## src/rtl/rv32i_types.sv

```systemverilog
// Shared front-end types: the fetched instruction-queue entry and its default depth.
package rv32i_types;

    localparam int IQ_DEPTH = 8;

    typedef struct packed {
        logic [31:0] pc;
        logic [31:0] inst;
    } iq_entry_t;

endpackage

```

## src/rtl/inst_queue.sv

```systemverilog
// Fetch-to-decode instruction FIFO; an accepted entry shows on deq_valid one cycle later.
// Backpressure: enq_ready drops when full (no enqueue even with a same-cycle dequeue); flush empties it.
module inst_queue
    import rv32i_types::*;
#(
    parameter int DEPTH = IQ_DEPTH
) (
    input  logic                     clk,
    input  logic                     rst,
    input  logic                     enq_valid,
    input  iq_entry_t                enq_data,
    output logic                     enq_ready,
    output logic                     deq_valid,
    output iq_entry_t                deq_data,
    input  logic                     deq_ready,
    input  logic                     flush,
    output logic [$clog2(DEPTH):0]   count
);

    localparam int AW = $clog2(DEPTH);
    localparam int PW = AW + 1;

    if (DEPTH < 2 || (DEPTH & (DEPTH - 1)) != 0) begin : g_depth_check
        $error("inst_queue: DEPTH must be a power of two and at least 2");
    end

    // Pointers carry an extra wrap bit so full and empty are distinguishable.
    logic [PW-1:0] head_q, head_d;
    logic [PW-1:0] tail_q, tail_d;
    iq_entry_t     mem_q [DEPTH];
    iq_entry_t     mem_d [DEPTH];

    logic empty;
    logic full;
    logic do_enq;
    logic do_deq;

    assign empty     = (head_q == tail_q);
    assign full      = (head_q[AW-1:0] == tail_q[AW-1:0]) && (head_q[AW] != tail_q[AW]);
    assign enq_ready = !full;
    assign deq_valid = !empty;
    assign deq_data  = mem_q[head_q[AW-1:0]];
    assign count     = tail_q - head_q;

    assign do_enq = enq_valid && !full;
    assign do_deq = deq_ready && !empty;

    always_comb begin
        head_d = head_q;
        tail_d = tail_q;
        mem_d  = mem_q;
        if (flush) begin
            head_d = '0;
            tail_d = '0;
        end else begin
            if (do_enq) begin
                mem_d[tail_q[AW-1:0]] = enq_data;
                tail_d = tail_q + PW'(1);
            end
            if (do_deq) begin
                head_d = head_q + PW'(1);
            end
        end
    end

    always_ff @(posedge clk or negedge rst) begin
        if (!rst) begin
            head_q <= '0;
            tail_q <= '0;
        end else begin
            head_q <= head_d;
            tail_q <= tail_d;
        end
    end

    // Storage is left unreset; slots are only read once a pointer has covered them.
    always_ff @(posedge clk) begin
        mem_q <= mem_d;
    end

endmodule

```

## config.mk

```make
export PLATFORM = sky130hd
export DESIGN_NAME = inst_queue
export DESIGN_NICKNAME = d
export VERILOG_FILES = /design/src/rtl/rv32i_types.sv /design/src/rtl/inst_queue.sv
export SDC_FILE = /design/constraint.sdc
export NUM_CORES = 1
export LEC_CHECK = 0
export CORE_MARGIN = 2
export CORE_UTILIZATION = 50
export CTS_BUF_LIST = sky130_fd_sc_hd__clkbuf_4
export CTS_CLUSTER_SIZE = 30
export DETAILED_ROUTE_END_ITERATION = 8
export PLACE_DENSITY = 0.79
export SLEW_MARGIN = 20
export SYNTH_ARGS = -nofsm -noshare
export SYNTH_HDL_FRONTEND = slang
export SYNTH_SLANG_ARGS = --single-unit
```

## constraint.sdc

```tcl
create_clock -name clk -period 20 [get_ports clk]
set_input_delay 3 -clock clk [delete_from_list [all_inputs] [get_ports clk]]
set_output_delay 3 -clock clk [all_outputs]
set_load 0.02 [all_outputs]
```

# == Word-level counts from Yosys, hierarchy flattened ==
# Cells that the tools add are included.
# totals
regBits,520
latch_bits,0
mem_bits_rw,0
mem_bits_ro,0
out_inout_bits,70
wordCells,49
n_memories,0
# op_classes
addsub,3
mul,0
div_mod_pow,0
order_cmp,3
n_eq_ne,3
shift,0
n_mux,10
bitwise,3
reduce_logical,9
# ops
cell,n
$bwmux W512,1
$bmux W64 S3,1
$demux W64 S3,1
$mux W64,3
$mux W4,4
$add A4 B1 Y4 const B,2
$ge A4 B4 Y1 const B,2
$not A3 Y4,2
$eq A4 B4 Y1,1
$logic_and A1 B1 Y1,4
$lt A4 B1 Y1 const B,1
$reduce_bool A2 Y1,2
$sub A4 B4 Y4,1
$eq A3 B3 Y1,1
$logic_not A1 Y1,2
$reduce_and A2 Y1,1
$ne A1 B1 Y1,1
$not A1 Y1,1

# == Longest topological paths before layout ==
# Gate-level depths: netlist (run 1).
# depth
ltp_word,6
mapped_depth,9
ltp_nobuf,6

# == Least setup slack after synthesis (run 1) ==
# No wires, ideal clock.
# synth_path
kind,input -> register
from,input flush
to,"register mem_q[384] (netlist bit), enable pin"
setup_time_ns,0.644
arrival_time_ns,9.573
required_time_ns,19.356
slack_ns,9.783
cell_stages,3
cell_sequence,buf_1 -> or2_2 -> nor4_1
# synth_via
elab_chain_cells,2
# synth_rtl
item,line_no,text
from (decl),inst_queue.sv:16,"input logic flush,"
$not A1 Y1 (no source line),--,
$reduce_and A2 Y1 (no source line),--,
to (signal assigned),inst_queue.sv:78,mem_q <= mem_d;
to (decl),inst_queue.sv:30,iq_entry_t mem_q [DEPTH];
# Every way passes these cells.
# A chain may end at the register's enable or synchronous reset.

==> results of run 1 <==
-- final cells by class --
cell class              count  area share (%)
diodes                      2         0.02154
multi-input cells         373           17.27
inverters                   5         0.08076
clock buffers             166           5.362
clock inverters            39          0.7699
repair buffers            157           6.644
flip-flops and latches    520           67.07
well taps                 518           2.789
-- routing by layer --
layer / share of wire (%) / wire length, microns / track usage (%)
met1: 41 / 16160 / 25.42
met2: 50 / 19660 / 32.00
met3: 6.1 / 2367 / 4.842
met4: 2.1 / 828 / 6.517
met5: 0.036 / 14 / 0
-- logic make-up (layout without fill, tap and decap cells) --
kind of cell	Yosys count	after routing
buffers and inverters	52	367
other	0	2
adder cells (fa/ha/maj)	6	6
multiplexers	130	130
flip-flops	520	520
XOR/XNOR	9	9
AO/OA/AOI/OAI	9	9
AND/OR/NAND/NOR	219	219
-- tightest hold or removal path: cells and delay by family (launching register included) --
kind | cells | cell delay, ns
xor gates and xnor gates | 1 | 0.09
and+or+nand+nor | 1 | 0.08
DFF | 1 | 0.41
-- worst paths after layout --
path	to	cells past startpoint	slack [ns]
min	head_q[3]	2	0.61
min in group asynchronous	tail_q[1]	1	2.52
min reg2reg	head_q[3]	2	0.61
max in group asynchronous	head_q[1]	1	17.14
max	deq_data[35]	5	13.03
max reg2reg	mem_q[342]	7	15.72
-- power groups by stage --
stage          Combinational [mW]  Sequential [mW]  Clock (mW)
5_1_grt                     0.395             1.23       0.852
3_3_place_gp                0.355             1.26           0
2_1_floorplan               0.257             1.24           0
4_1_cts                     0.360             1.24       0.802
6_report                    0.366             1.23       0.775
3_5_place_dp                0.358             1.27           0
-- sequential cells by signal, summed over array words and instances (netlist names) --
name	flops
mem_q	512
tail_q	4
head_q	4
-- cell usage in the layout, fill, tap and decap left out, drive strengths merged, types with 3 or more instances in the layout --
| cell | synthesis | final |
|---|---|---|
| nand2 | 199 | 199 |
| clkdlybuf4s50 | 0 | 138 |
| inv | 5 | 8 |
| edfxtp | 512 | 512 |
| clkbuf | 21 | 166 |
| a21oi | 4 | 4 |
| nor3 | 4 | 4 |
| buf | 26 | 19 |
| nor4 | 4 | 4 |
| mux4 | 128 | 128 |
| dfrtp | 8 | 8 |
| ha | 5 | 5 |
| xnor2 | 6 | 6 |
| xor2 | 3 | 3 |
| nor2 | 6 | 6 |
| clkinv | 0 | 35 |
==> impl_metrics.prom, run 1 <==
# TYPE chip_impl_metric gauge
chip_impl_metric{name="vias",unit=""} 9745
chip_impl_metric{name="cts_htree_levels",unit=""} 3
chip_impl_metric{name="utilization",unit="%"} 59.72
chip_impl_metric{name="die-area",unit="sq um"} 41270
chip_impl_metric{name="path_clk_slew",unit="ns"} 0.06
chip_impl_metric{name="top_level_ports",unit=""} 139
chip_impl_metric{name="seq_power_share",unit="%"} 51.9
chip_impl_metric{name="swShare",unit="%"} 24.20
chip_impl_metric{name="average_detailed_routed_wire_length_per_instance",unit="microns"} 21.93
chip_impl_info{name="main_area_contributors_after_synthesis",value="sky130_fd_sc_hd__edfxtp_1 (78%), sky130_fd_sc_hd__mux4_2 (15%), sky130_fd_sc_hd__nand2_1 (3.8%)"} 1
chip_impl_metric{name="dpl-instance-area",unit="sq um"} 21780
chip_impl_metric{name="timing.clock.skew",unit="ns"} 0.02449
chip_impl_metric{name="synthesis.instances",unit=""} 945
chip_impl_metric{name="drv.max_cap_violation_count",unit=""} 0
chip_impl_metric{name="grt_overflow_total",unit=""} 0
chip_impl_metric{name="setup_slack",unit="ns"} 13.03
chip_impl_info{name="clock_tree.root_cell",value="sky130_fd_sc_hd__clkbuf_4"} 1
chip_impl_metric{name="synth_simple_gate_area_share",unit="%"} 4.290
chip_impl_info{name="crit_path_top_delay_cell",value="sky130_fd_sc_hd__dfrtp_4"} 1
chip_impl_info{name="most_common_flop_cell_mapped_by_yosys",value="sky130_fd_sc_hd__edfxtp_1"} 1
chip_impl_metric{name="combPwrFrac",unit="%"} 15.4
chip_impl_metric{name="worst-path-buf-inv",unit=""} 2
chip_impl_metric{name="cell_internal_power_dissipation",unit="mW"} 1.798
chip_impl_metric{name="synth_cell_types",unit=""} 29
chip_impl_metric{name="rows",unit=""} 72
chip_impl_metric{name="cp_max_fo",unit=""} 72
chip_impl_metric{name="hpwl",unit="mm"} 19.99
chip_impl_metric{name="yosys.area.top_type_share",unit="%"} 77.52
chip_impl_info{name="synth.top_cells.by_count",value="sky130_fd_sc_hd__edfxtp_1 (512), sky130_fd_sc_hd__nand2_1 (199), sky130_fd_sc_hd__mux4_2 (128)"} 1
chip_impl_metric{name="num-fill-cells",unit=""} 2869
chip_impl_metric{name="gp_congestion",unit=""} 0.7353
chip_impl_metric{name="synthXorXnorAreaFrac",unit="%"} 0.3975
chip_impl_metric{name="grt_pass1_vias",unit=""} 10380
chip_impl_metric{name="power.density",unit="nW/um^2"} 102.1
chip_impl_metric{name="syn_area_per_cell",unit="sq um"} 20.99
chip_impl_metric{name="route.antenna.remaining_nets",unit=""} 0
chip_impl_metric{name="period_share",unit="%"} 34.84
chip_impl_metric{name="switching_power",unit="uW"} 574.3
chip_impl_metric{name="finish.net_count",unit=""} 1253
chip_impl_metric{name="numClockSinks",unit=""} 520
chip_impl_metric{name="fin_total_pwr",unit="mW"} 2.373
chip_impl_metric{name="layout-drive-gt1-share",unit="%"} 26.59
chip_impl_metric{name="pre_cts_slack",unit="ns"} 13.56
chip_impl_metric{name="route.final.wire_length",unit="mm"} 39.04
chip_impl_info{name="worst_setup_path_end_kind",value="output pin"} 1
chip_impl_metric{name="detailedRoute.firstPassIterationCount",unit=""} 4
chip_impl_metric{name="worst_slew_margin_rel",unit="%"} 27.24
chip_impl_metric{name="grt_use_total",unit="%"} 19.36
chip_impl_info{name="status",value="finished, final reports clean"} 1
chip_impl_metric{name="cp.arrival",unit="ns"} 3.97
chip_impl_info{name="hold_start",value="head_q[3]"} 1
chip_impl_metric{name="min_period",unit="ns"} 6.968
chip_impl_metric{name="fin_worst_hold_slack",unit="ns"} 0.6148
chip_impl_metric{name="tightestPinTransition",unit="ns"} 1.091
chip_impl_metric{name="synth-compound-area-share",unit="%"} 0.2650
chip_impl_metric{name="sequential_cell_area",unit="sq um"} 15590
chip_impl_metric{name="cts_post_setup_buffers_inserted",unit=""} 0
chip_impl_metric{name="ff_latch_count_synth",unit=""} 520
chip_impl_metric{name="cts_resized",unit=""} 0
chip_impl_metric{name="floorplan.core_area",unit="sq um"} 38920
chip_impl_metric{name="synth.mux.area_fraction",unit="%"} 14.64
chip_impl_metric{name="synth-seq-area-share",unit="%"} 78.53
chip_impl_metric{name="antenna_found_initial",unit=""} 3
chip_impl_metric{name="flow.area_growth_from_synthesis",unit="%"} 17.18
chip_impl_metric{name="report.final.slew_viol_count",unit=""} 0
chip_impl_info{name="crit_path_start",value="head_q[1]"} 1
chip_impl_metric{name="cts_inserted_buffers",unit=""} 121
chip_impl_metric{name="combined_area_of_the_multi_input_logic_cells",unit="sq um"} 4013
chip_impl_metric{name="finalHoldViolations",unit=""} 0
chip_impl_metric{name="clock_insertion_delay_at_the_later_pin_of_the_skew_report",unit="ns"} 0.78
chip_impl_metric{name="max-clock-path-buffers",unit=""} 3
chip_impl_metric{name="worst_ep_required_time",unit="ns"} 17.00
chip_impl_metric{name="fmaxAchievable",unit="MHz"} 143.5
chip_impl_metric{name="grt_start_max_net_pins",unit=""} 73
chip_impl_metric{name="final_design_area_no_fill",unit="sq um"} 23240
chip_impl_metric{name="worst_path_largest_cell_delay",unit="ns"} 0.99
chip_impl_info{name="synth.most_common_cell",value="sky130_fd_sc_hd__edfxtp_1"} 1
chip_impl_info{name="critical_path.most_common_cell",value="sky130_fd_sc_hd__nand2_1"} 1
chip_impl_metric{name="initial_utilization",unit="%"} 50.96
chip_impl_info{name="yosys_top_cell_by_area",value="sky130_fd_sc_hd__edfxtp_1"} 1
chip_impl_metric{name="viasPerCell",unit=""} 5.475
chip_impl_metric{name="fin_cells",unit=""} 1780
chip_impl_metric{name="power_frac_clock",unit="%"} 32.7
chip_impl_metric{name="global_route_wire_length_before_repair",unit="mm"} 59.46
chip_impl_metric{name="fp.dieH",unit="microns"} 203.2
chip_impl_metric{name="die-width",unit="microns"} 203.2
chip_impl_metric{name="ir_drop_worst_vdd",unit="mV"} 0.06058
chip_impl_info{name="timing.critical_path.from_type",value="flop"} 1
chip_impl_metric{name="placed_instances",unit=""} 1572
chip_impl_info{name="critical_path.reg2reg.startpoint",value="head_q[1]"} 1
chip_impl_metric{name="number_of_enable_type_register_cells_in_the_synthesized_netlist",unit=""} 512
chip_impl_metric{name="portBuffers",unit=""} 138
chip_impl_metric{name="synth.cell_area",unit="sq um"} 19830
chip_impl_info{name="worst_hold_path_type",value="flop to flop"} 1
chip_impl_info{name="clock_tree_from_tritoncts",value="built"} 1
chip_impl_metric{name="postCtsHoldBufs",unit=""} 0
chip_impl_metric{name="postSynthNetCount",unit=""} 1020
chip_impl_metric{name="yosysWarnings",unit=""} 0
chip_impl_metric{name="p_leak",unit="nW"} 7.597
chip_impl_metric{name="synth-adder-area-share",unit="%"} 0.4164
chip_impl_info{name="crit_path_cell_trace",value="buf_4 -> mux4_2 -> nand2_1 -> nand2_1 -> clkdlybuf4s50_1"} 1
chip_impl_info{name="critical_path_class",value="flop to output pin"} 1
chip_impl_info{name="cp_top_family",value="buffers and inverters"} 1
chip_impl_metric{name="drt_iter0_drc",unit=""} 635
chip_impl_metric{name="finalSetupViolCount",unit=""} 0
chip_impl_metric{name="async_reset_ff_share",unit="%"} 1.538
chip_impl_info{name="combinational_family_with_the_most_area_after_synthesis",value="multiplexers"} 1
chip_impl_metric{name="fin_setup_tns",unit="ns"} 0
chip_impl_info{name="rsz0062_at_grt",value="no"} 1
chip_impl_metric{name="detail_route.drc_violations",unit=""} 0
(Power assumes the default switching activity.)
==> run 2, diff against run 1 <==
==> constraint.sdc (replaced) <==
create_clock -name clk -period 6.8 [get_ports clk]
set_input_delay 1.02 -clock clk [delete_from_list [all_inputs] [get_ports clk]]
set_output_delay 1.02 -clock clk [all_outputs]
set_load 0.02 [all_outputs]
==> run 2 against run 1 <==
Net effect: first-iteration DRC count grew 25%; non-clock buffer count up 1; power rose to 3.0 times the previous value; final cell count grew 0.73%; die area stayed put; routed wire length shrank 0.90%; register-to-register slack lost 13 ns; utilization up 0.52 points; via count barely moved; sequential cell count did not move; critical endpoint is now deq_data[24].
==> impl_metrics.prom, run 2 (synthesized netlist as in run 1, its figures left out) <==
# TYPE chip_impl_metric gauge
chip_impl_info{name="status",value="finished, final reports clean"} 1
chip_impl_metric{name="top_level_ports",unit=""} 139
chip_impl_metric{name="global_route_wire_length_before_repair",unit="mm"} 59.39
chip_impl_metric{name="fp.dieH",unit="microns"} 203.2
chip_impl_metric{name="fin_total_pwr",unit="mW"} 7.212
chip_impl_metric{name="num-fill-cells",unit=""} 2791
chip_impl_info{name="critical_path.reg2reg.startpoint",value="head_q[0]"} 1
chip_impl_info{name="crit_path_start",value="head_q[0]"} 1
chip_impl_metric{name="worst_slew_margin_rel",unit="%"} 27.41
chip_impl_metric{name="flow.area_growth_from_synthesis",unit="%"} 18.21
chip_impl_metric{name="final_design_area_no_fill",unit="sq um"} 23440
chip_impl_info{name="biggestRegsByFlops",value="mem_q x512, head_q x4, tail_q x4"} 1
chip_impl_metric{name="cts_resized",unit=""} 0
chip_impl_info{name="clock_tree_from_tritoncts",value="built"} 1
chip_impl_metric{name="placed_instances",unit=""} 1574
chip_impl_metric{name="grt_use_total",unit="%"} 19.50
chip_impl_metric{name="cp.arrival",unit="ns"} 3.78
chip_impl_metric{name="route.antenna.remaining_nets",unit=""} 0
chip_impl_metric{name="viasPerCell",unit=""} 5.438
chip_impl_metric{name="cp_max_fo",unit=""} 68
chip_impl_metric{name="numClockSinks",unit=""} 520
chip_impl_metric{name="drv.max_cap_violation_count",unit=""} 0
chip_impl_info{name="clock_tree.root_cell",value="sky130_fd_sc_hd__clkbuf_4"} 1
chip_impl_metric{name="floorplan.core_area",unit="sq um"} 38920
chip_impl_metric{name="combined_area_of_the_multi_input_logic_cells",unit="sq um"} 4025
chip_impl_metric{name="detail_route.drc_violations",unit=""} 0
chip_impl_metric{name="die-width",unit="microns"} 203.2
chip_impl_metric{name="cts_htree_levels",unit=""} 4
chip_impl_metric{name="period_share",unit="%"} 70.64
chip_impl_metric{name="largest_register_ff_count",unit=""} 512
chip_impl_metric{name="cts_inserted_buffers",unit=""} 131
chip_impl_info{name="worst_hold_path_type",value="primary input to asynchronous set/reset pin"} 1
chip_impl_info{name="layout_commonest_cell",value="sky130_fd_sc_hd__edfxtp_1"} 1
chip_impl_metric{name="average_detailed_routed_wire_length_per_instance",unit="microns"} 21.57
chip_impl_info{name="critical_path_class",value="flop to output pin"} 1
chip_impl_metric{name="cts_post_setup_buffers_inserted",unit=""} 0
chip_impl_metric{name="worst_ep_required_time",unit="ns"} 5.78
chip_impl_metric{name="gp_congestion",unit=""} 0.7466
chip_impl_metric{name="rows",unit=""} 72
chip_impl_metric{name="layout-drive-gt1-share",unit="%"} 28.20
chip_impl_metric{name="min_period",unit="ns"} 4.803
chip_impl_metric{name="postCtsHoldBufs",unit=""} 0
chip_impl_metric{name="ir_drop_worst_vdd",unit="mV"} 0.1618
chip_impl_metric{name="grt_start_max_net_pins",unit=""} 69
chip_impl_metric{name="antenna_found_initial",unit=""} 3
chip_impl_metric{name="tightestPinTransition",unit="ns"} 1.089
chip_impl_metric{name="max-clock-path-buffers",unit=""} 3
chip_impl_info{name="max_flop_register",value="mem_q"} 1
chip_impl_metric{name="utilization",unit="%"} 60.24
chip_impl_metric{name="detailedRoute.firstPassIterationCount",unit=""} 5
chip_impl_metric{name="portBuffers",unit=""} 138
chip_impl_metric{name="p_leak",unit="nW"} 7.723
chip_impl_info{name="timing.critical_path.from_type",value="flop"} 1
chip_impl_metric{name="grt_pass1_vias",unit=""} 10490
chip_impl_metric{name="route.final.wire_length",unit="mm"} 38.68
chip_impl_metric{name="timing.clock.skew",unit="ns"} 0.03794
chip_impl_metric{name="finalSetupViolCount",unit=""} 0
chip_impl_metric{name="report.final.slew_viol_count",unit=""} 0
chip_impl_metric{name="power.density",unit="nW/um^2"} 307.6
chip_impl_metric{name="fmaxAchievable",unit="MHz"} 208.2
chip_impl_metric{name="dpl-instance-area",unit="sq um"} 21830
chip_impl_metric{name="clock_insertion_delay_at_the_later_pin_of_the_skew_report",unit="ns"} 0.79
chip_impl_metric{name="grt_overflow_total",unit=""} 0
chip_impl_metric{name="sequential_cell_area",unit="sq um"} 15580
chip_impl_metric{name="vias",unit=""} 9751
chip_impl_metric{name="finalHoldViolations",unit=""} 0
chip_impl_metric{name="initial_utilization",unit="%"} 50.96
chip_impl_metric{name="die-area",unit="sq um"} 41270
chip_impl_info{name="rsz0062_at_grt",value="no"} 1
chip_impl_metric{name="hpwl",unit="mm"} 20.19
chip_impl_info{name="worst_setup_path_end_kind",value="output pin"} 1
chip_impl_metric{name="fin_cells",unit=""} 1793
chip_impl_metric{name="finish.net_count",unit=""} 1264
chip_impl_metric{name="path_clk_slew",unit="ns"} 0.06
chip_impl_info{name="most-common-layout-cells",value="sky130_fd_sc_hd__edfxtp_1 (512), sky130_fd_sc_hd__nand2_1 (199), sky130_fd_sc_hd__clkbuf_4 (181)"} 1
chip_impl_metric{name="fin_worst_hold_slack",unit="ns"} 0.5093
chip_impl_metric{name="drt_iter0_drc",unit=""} 795
run 2: changes by cell type in the layout (fill, tap and decap cells not counted), sizes merged:
cell,delta
clkbuf,+15
bufinv,+3
clkinv,-10
buf,+1
inv,+4
run 2: per-layer routing:
metal / vias to the layer above / wire length, microns / global-route usage, % / part of all wire (%)
li1: 4364 / - / - / -
met5: - / 19 / 0 / 0.049
met4: 4 / 516 / 6.804 / 1.3
met3: 57 / 2442 / 4.858 / 6.3
met1: 5002 / 15850 / 25.21 / 41
met2: 324 / 19850 / 32.56 / 51
run 2: area by class of cell:
type                       instances  share of cell area, %
multi-input combinational        373                  17.17
sequential                       520                  66.47
inverter                           5                0.08006
clock inverter                    36                  1.057
timing repair buffer             158                  6.639
clock buffer                     181                  5.796
tap                              518                  2.765
antenna                            2                0.02135
run 2: stage by stage:
step | setup WS, ns | TNS (ns)
final | 1.997 | 0
after floorplan | -1.516 | -388.00
after detailed placement | 2.748 | 0
after CTS | 1.825 | 0
after global placement | 2.715 | 0
after global routing | 1.651 | 0
run 2: worst paths after layout:
check / cells after the start / slack, ns / endpoint
worst max-delay path: 5 / 2.00 / deq_data[24]
min in group clk: 2 / 0.61 / head_q[3]
max in group asynchronous: 1 / 5.98 / head_q[1]
worst max register to register: 6 / 2.81 / mem_q[88]
worst min register to register: 2 / 0.61 / head_q[3]
worst min-delay path: 1 / 0.51 / head_q[0]
run 2: where the power goes:
group | total, mW | internal, mW | switching (mW)
combinational | 1.06 | 0.557 | 0.498
clock | 2.52 | 1.38 | 1.15
sequential | 3.63 | 3.57 | 0.0630
total | 7.21 | 5.50 | 1.71
run 2: critical path: stages, from the launching register on:
cell and delay, ns:
sky130_fd_sc_hd__dfrtp_4 1.01, sky130_fd_sc_hd__buf_12 0.54, sky130_fd_sc_hd__mux4_2 0.58, sky130_fd_sc_hd__nand2_1 0.09, sky130_fd_sc_hd__nand2_1 0.12, sky130_fd_sc_hd__clkdlybuf4s50_1 0.57
==> run 3, diff against run 2 <==
--- a/config.mk
+++ b/config.mk
@@ -10,7 +10,7 @@
 export CTS_BUF_LIST = sky130_fd_sc_hd__clkbuf_4
 export CTS_CLUSTER_SIZE = 30
 export DETAILED_ROUTE_END_ITERATION = 8
-export PLACE_DENSITY = 0.79
+export PLACE_DENSITY = 0.82
 export SLEW_MARGIN = 20
 export SYNTH_ARGS = -nofsm -noshare
 export SYNTH_HDL_FRONTEND = slang
==> constraint.sdc (replaced) <==
create_clock -name clk -period 4 [get_ports clk]
set_input_delay 0.6 -clock clk [delete_from_list [all_inputs] [get_ports clk]]
set_output_delay 0.6 -clock clk [all_outputs]
set_load 0.02 [all_outputs]
==> run 3 against run 2 <==
Net effect: critical path depth stayed put; design area up 0.65%; global-route usage shrank 0.22 points; utilization up 0.39 points; sequential cell count unchanged; first-iteration DRC count down 0.25%; sequential power up 68%.
==> impl_metrics.prom, run 3 (synthesized netlist as in run 1, its figures left out) <==
# TYPE chip_impl_metric gauge
chip_impl_info{name="worstSetupEndpoint",value="deq_data[47]"} 1
chip_impl_metric{name="seq_power_share",unit="%"} 49.3
chip_impl_metric{name="combPwrFrac",unit="%"} 15.5
chip_impl_metric{name="die-width",unit="microns"} 203.2
chip_impl_info{name="timing.critical_path.from_type",value="flop"} 1
chip_impl_metric{name="die-area",unit="sq um"} 41270
chip_impl_metric{name="gp_congestion",unit=""} 0.7403
chip_impl_metric{name="grt_overflow_total",unit=""} 0
chip_impl_metric{name="cp_max_fo",unit=""} 78
chip_impl_metric{name="rows",unit=""} 72
chip_impl_metric{name="worst_path_largest_cell_delay",unit="ns"} 0.57
chip_impl_metric{name="cell_internal_power_dissipation",unit="mW"} 9.419
chip_impl_metric{name="power.density",unit="nW/um^2"} 523.9
chip_impl_metric{name="power_frac_clock",unit="%"} 35.2
chip_impl_metric{name="p_leak",unit="nW"} 7.783
chip_impl_metric{name="route.final.wire_length",unit="mm"} 38.37
chip_impl_info{name="clock_tree.root_cell",value="sky130_fd_sc_hd__clkbuf_4"} 1
chip_impl_metric{name="grt_start_max_net_pins",unit=""} 132
chip_impl_metric{name="timing.clock.skew",unit="ns"} 0.03309
chip_impl_metric{name="hpwl",unit="mm"} 20.03
chip_impl_metric{name="grt_use_total",unit="%"} 19.28
chip_impl_metric{name="cts_inserted_buffers",unit=""} 130
chip_impl_metric{name="finalHoldViolations",unit=""} 0
chip_impl_metric{name="clock_insertion_delay_at_the_later_pin_of_the_skew_report",unit="ns"} 0.79
chip_impl_metric{name="swShare",unit="%"} 23.80
chip_impl_metric{name="finalSetupViolCount",unit=""} 0
chip_impl_metric{name="antenna_found_initial",unit=""} 5
chip_impl_metric{name="path_clk_slew",unit="ns"} 0.07
chip_impl_info{name="max_flop_register",value="mem_q"} 1
chip_impl_metric{name="period_share",unit="%"} 93.34
chip_impl_metric{name="postCtsHoldBufs",unit=""} 0
chip_impl_metric{name="fin_total_pwr",unit="mW"} 12.36
chip_impl_metric{name="detail_route.drc_violations",unit=""} 0
chip_impl_info{name="clock_tree_from_tritoncts",value="built"} 1
chip_impl_metric{name="global_route_wire_length_before_repair",unit="mm"} 59.04
chip_impl_metric{name="fmaxAchievable",unit="MHz"} 267.8
chip_impl_info{name="critical_r2r_capture",value="mem_q[122]"} 1
chip_impl_metric{name="finish.net_count",unit=""} 1265
chip_impl_info{name="biggestRegsByFlops",value="mem_q x512, head_q x4, tail_q x4"} 1
chip_impl_info{name="layout_commonest_cell",value="sky130_fd_sc_hd__edfxtp_1"} 1
chip_impl_metric{name="grt_pass1_vias",unit=""} 10530
chip_impl_metric{name="portBuffers",unit=""} 138
chip_impl_metric{name="final_design_area_no_fill",unit="sq um"} 23600
chip_impl_metric{name="ir_drop_worst_vdd",unit="mV"} 0.3350
chip_impl_info{name="crit_path_cell_trace",value="buf_16 -> mux4_2 -> nand2_1 -> nand2_1 -> clkdlybuf4s50_1"} 1
chip_impl_metric{name="report.final.slew_viol_count",unit=""} 0
chip_impl_metric{name="initial_utilization",unit="%"} 50.96
chip_impl_info{name="critical_path.reg2reg.startpoint",value="tail_q[1]"} 1
chip_impl_metric{name="viasPerCell",unit=""} 5.400
chip_impl_metric{name="floorplan.core_area",unit="sq um"} 38920
chip_impl_metric{name="top_level_ports",unit=""} 139
chip_impl_metric{name="average_detailed_routed_wire_length_per_instance",unit="microns"} 21.28
chip_impl_metric{name="drv.max_cap_violation_count",unit=""} 0
chip_impl_metric{name="numClockSinks",unit=""} 520
chip_impl_metric{name="drt_iter0_drc",unit=""} 793
chip_impl_metric{name="detailedRoute.firstPassIterationCount",unit=""} 5
chip_impl_metric{name="worst_ep_required_time",unit="ns"} 3.40
chip_impl_metric{name="tightestPinTransition",unit="ns"} 0.9915
chip_impl_info{name="most-common-layout-cells",value="sky130_fd_sc_hd__edfxtp_1 (512), sky130_fd_sc_hd__nand2_1 (199), sky130_fd_sc_hd__clkbuf_4 (185)"} 1
chip_impl_metric{name="fp.dieH",unit="microns"} 203.2
chip_impl_metric{name="vias",unit=""} 9736
chip_impl_metric{name="dpl-instance-area",unit="sq um"} 21940
chip_impl_info{name="worst_setup_path_end_kind",value="output pin"} 1
chip_impl_info{name="crit_path_top_delay_cell",value="sky130_fd_sc_hd__mux4_2"} 1
chip_impl_metric{name="worst_slew_margin_rel",unit="%"} 33.90
chip_impl_metric{name="route.antenna.remaining_nets",unit=""} 0
chip_impl_info{name="worst_hold_path_type",value="primary input to asynchronous set/reset pin"} 1
chip_impl_metric{name="min_period",unit="ns"} 3.734
chip_impl_metric{name="layout-drive-gt1-share",unit="%"} 28.69
chip_impl_metric{name="cp.arrival",unit="ns"} 3.13
chip_impl_metric{name="flow.area_growth_from_synthesis",unit="%"} 18.98
chip_impl_metric{name="switching_power",unit="mW"} 2.942
chip_impl_metric{name="largest_register_ff_count",unit=""} 512
chip_impl_info{name="status",value="finished, final reports clean"} 1
chip_impl_metric{name="rrSetupSlack",unit="ns"} 0.70
chip_impl_info{name="crit_path_start",value="head_q[0]"} 1
chip_impl_metric{name="max-clock-path-buffers",unit=""} 3
chip_impl_info{name="critical_path_class",value="flop to output pin"} 1
chip_impl_info{name="rsz0062_at_grt",value="no"} 1
chip_impl_metric{name="worstRegToRegCells",unit=""} 6
chip_impl_metric{name="cts_htree_levels",unit=""} 4
chip_impl_metric{name="cts_post_setup_buffers_inserted",unit=""} 0
chip_impl_info{name="critical_path.most_common_cell",value="sky130_fd_sc_hd__nand2_1"} 1
-- run 3: critical path, delay by kind of cell (launching register included) --
kind / cells / cell delay, ns
buffers and inverters: 2 / 1.03
multiplexers: 1 / 0.57
flip-flops: 1 / 0.46
AND/OR/NAND/NOR: 2 / 0.23
-- run 3: per-stage QoR --
step                TNS (ns)  setup slack [ns]  utilization (%)  std cells  hold slack [ns]
floorplan             -49.87           -0.3896                -        945           0.3044
global placement           0            0.8000            56.37       1576           0.5827
detailed placement         0            0.7143            56.37       1576           0.6039
CTS                        0            0.1208            60.57       1797          0.03829
global route               0           0.01236            60.62       1801          0.05209
finish                     0            0.2664            60.63       1803           0.1022
-- run 3: worst min-delay path by stage --
stage | startpoint | endpoint | slack [ns] | depth (start not counted)
after floorplan | rst | head_q[0] | 0.30 | 0
after global placement | head_q[3] | head_q[3] | 0.58 | 2
after detailed placement | tail_q[3] | tail_q[3] | 0.60 | 2
after CTS | rst | head_q[2] | 0.04 | 1
after global routing | rst | tail_q[0] | 0.05 | 1
final | rst | tail_q[0] | 0.10 | 1
-- run 3: repair_timing --
| item | in CTS | in global routing |
|---|---|---|
| endpoints found under the hold margin | 0 | 0 |
| setup endpoints to repair | 0 | 1 |
| gates resized for setup | 0 | 1 |
-- run 3: layer usage --
metal  global-route usage (%)  vias to the layer above  wire length [microns]
li1                         -                     4383                      -
met1                    26.51                     4943                  16510
met2                    30.33                      362                  18780
met3                    5.513                       46                   2643
met4                    5.944                        2                    422
met5                        0                        -                     13
-- run 3: power groups by stage --
stage / registers [mW] / logic (mW) / clock network, mW
2_1_floorplan: 6.20 / 1.30 / 0
3_3_place_gp: 6.21 / 1.92 / 0
3_5_place_dp: 6.21 / 1.95 / 0
4_1_cts: 6.10 / 1.96 / 4.49
5_1_grt: 6.10 / 2.07 / 4.77
6_report: 6.10 / 1.92 / 4.35
-- run 3: area by class of cell --
cell class              count  area (sq um)
clock inverters            36         246.5
multi-input cells         373          4089
inverters                   5         18.77
diodes                      6         15.01
clock buffers             185          1389
fillers                  2790         15320
repair buffers            160          1604
flip-flops and latches    520         15590
well taps                 518         648.1
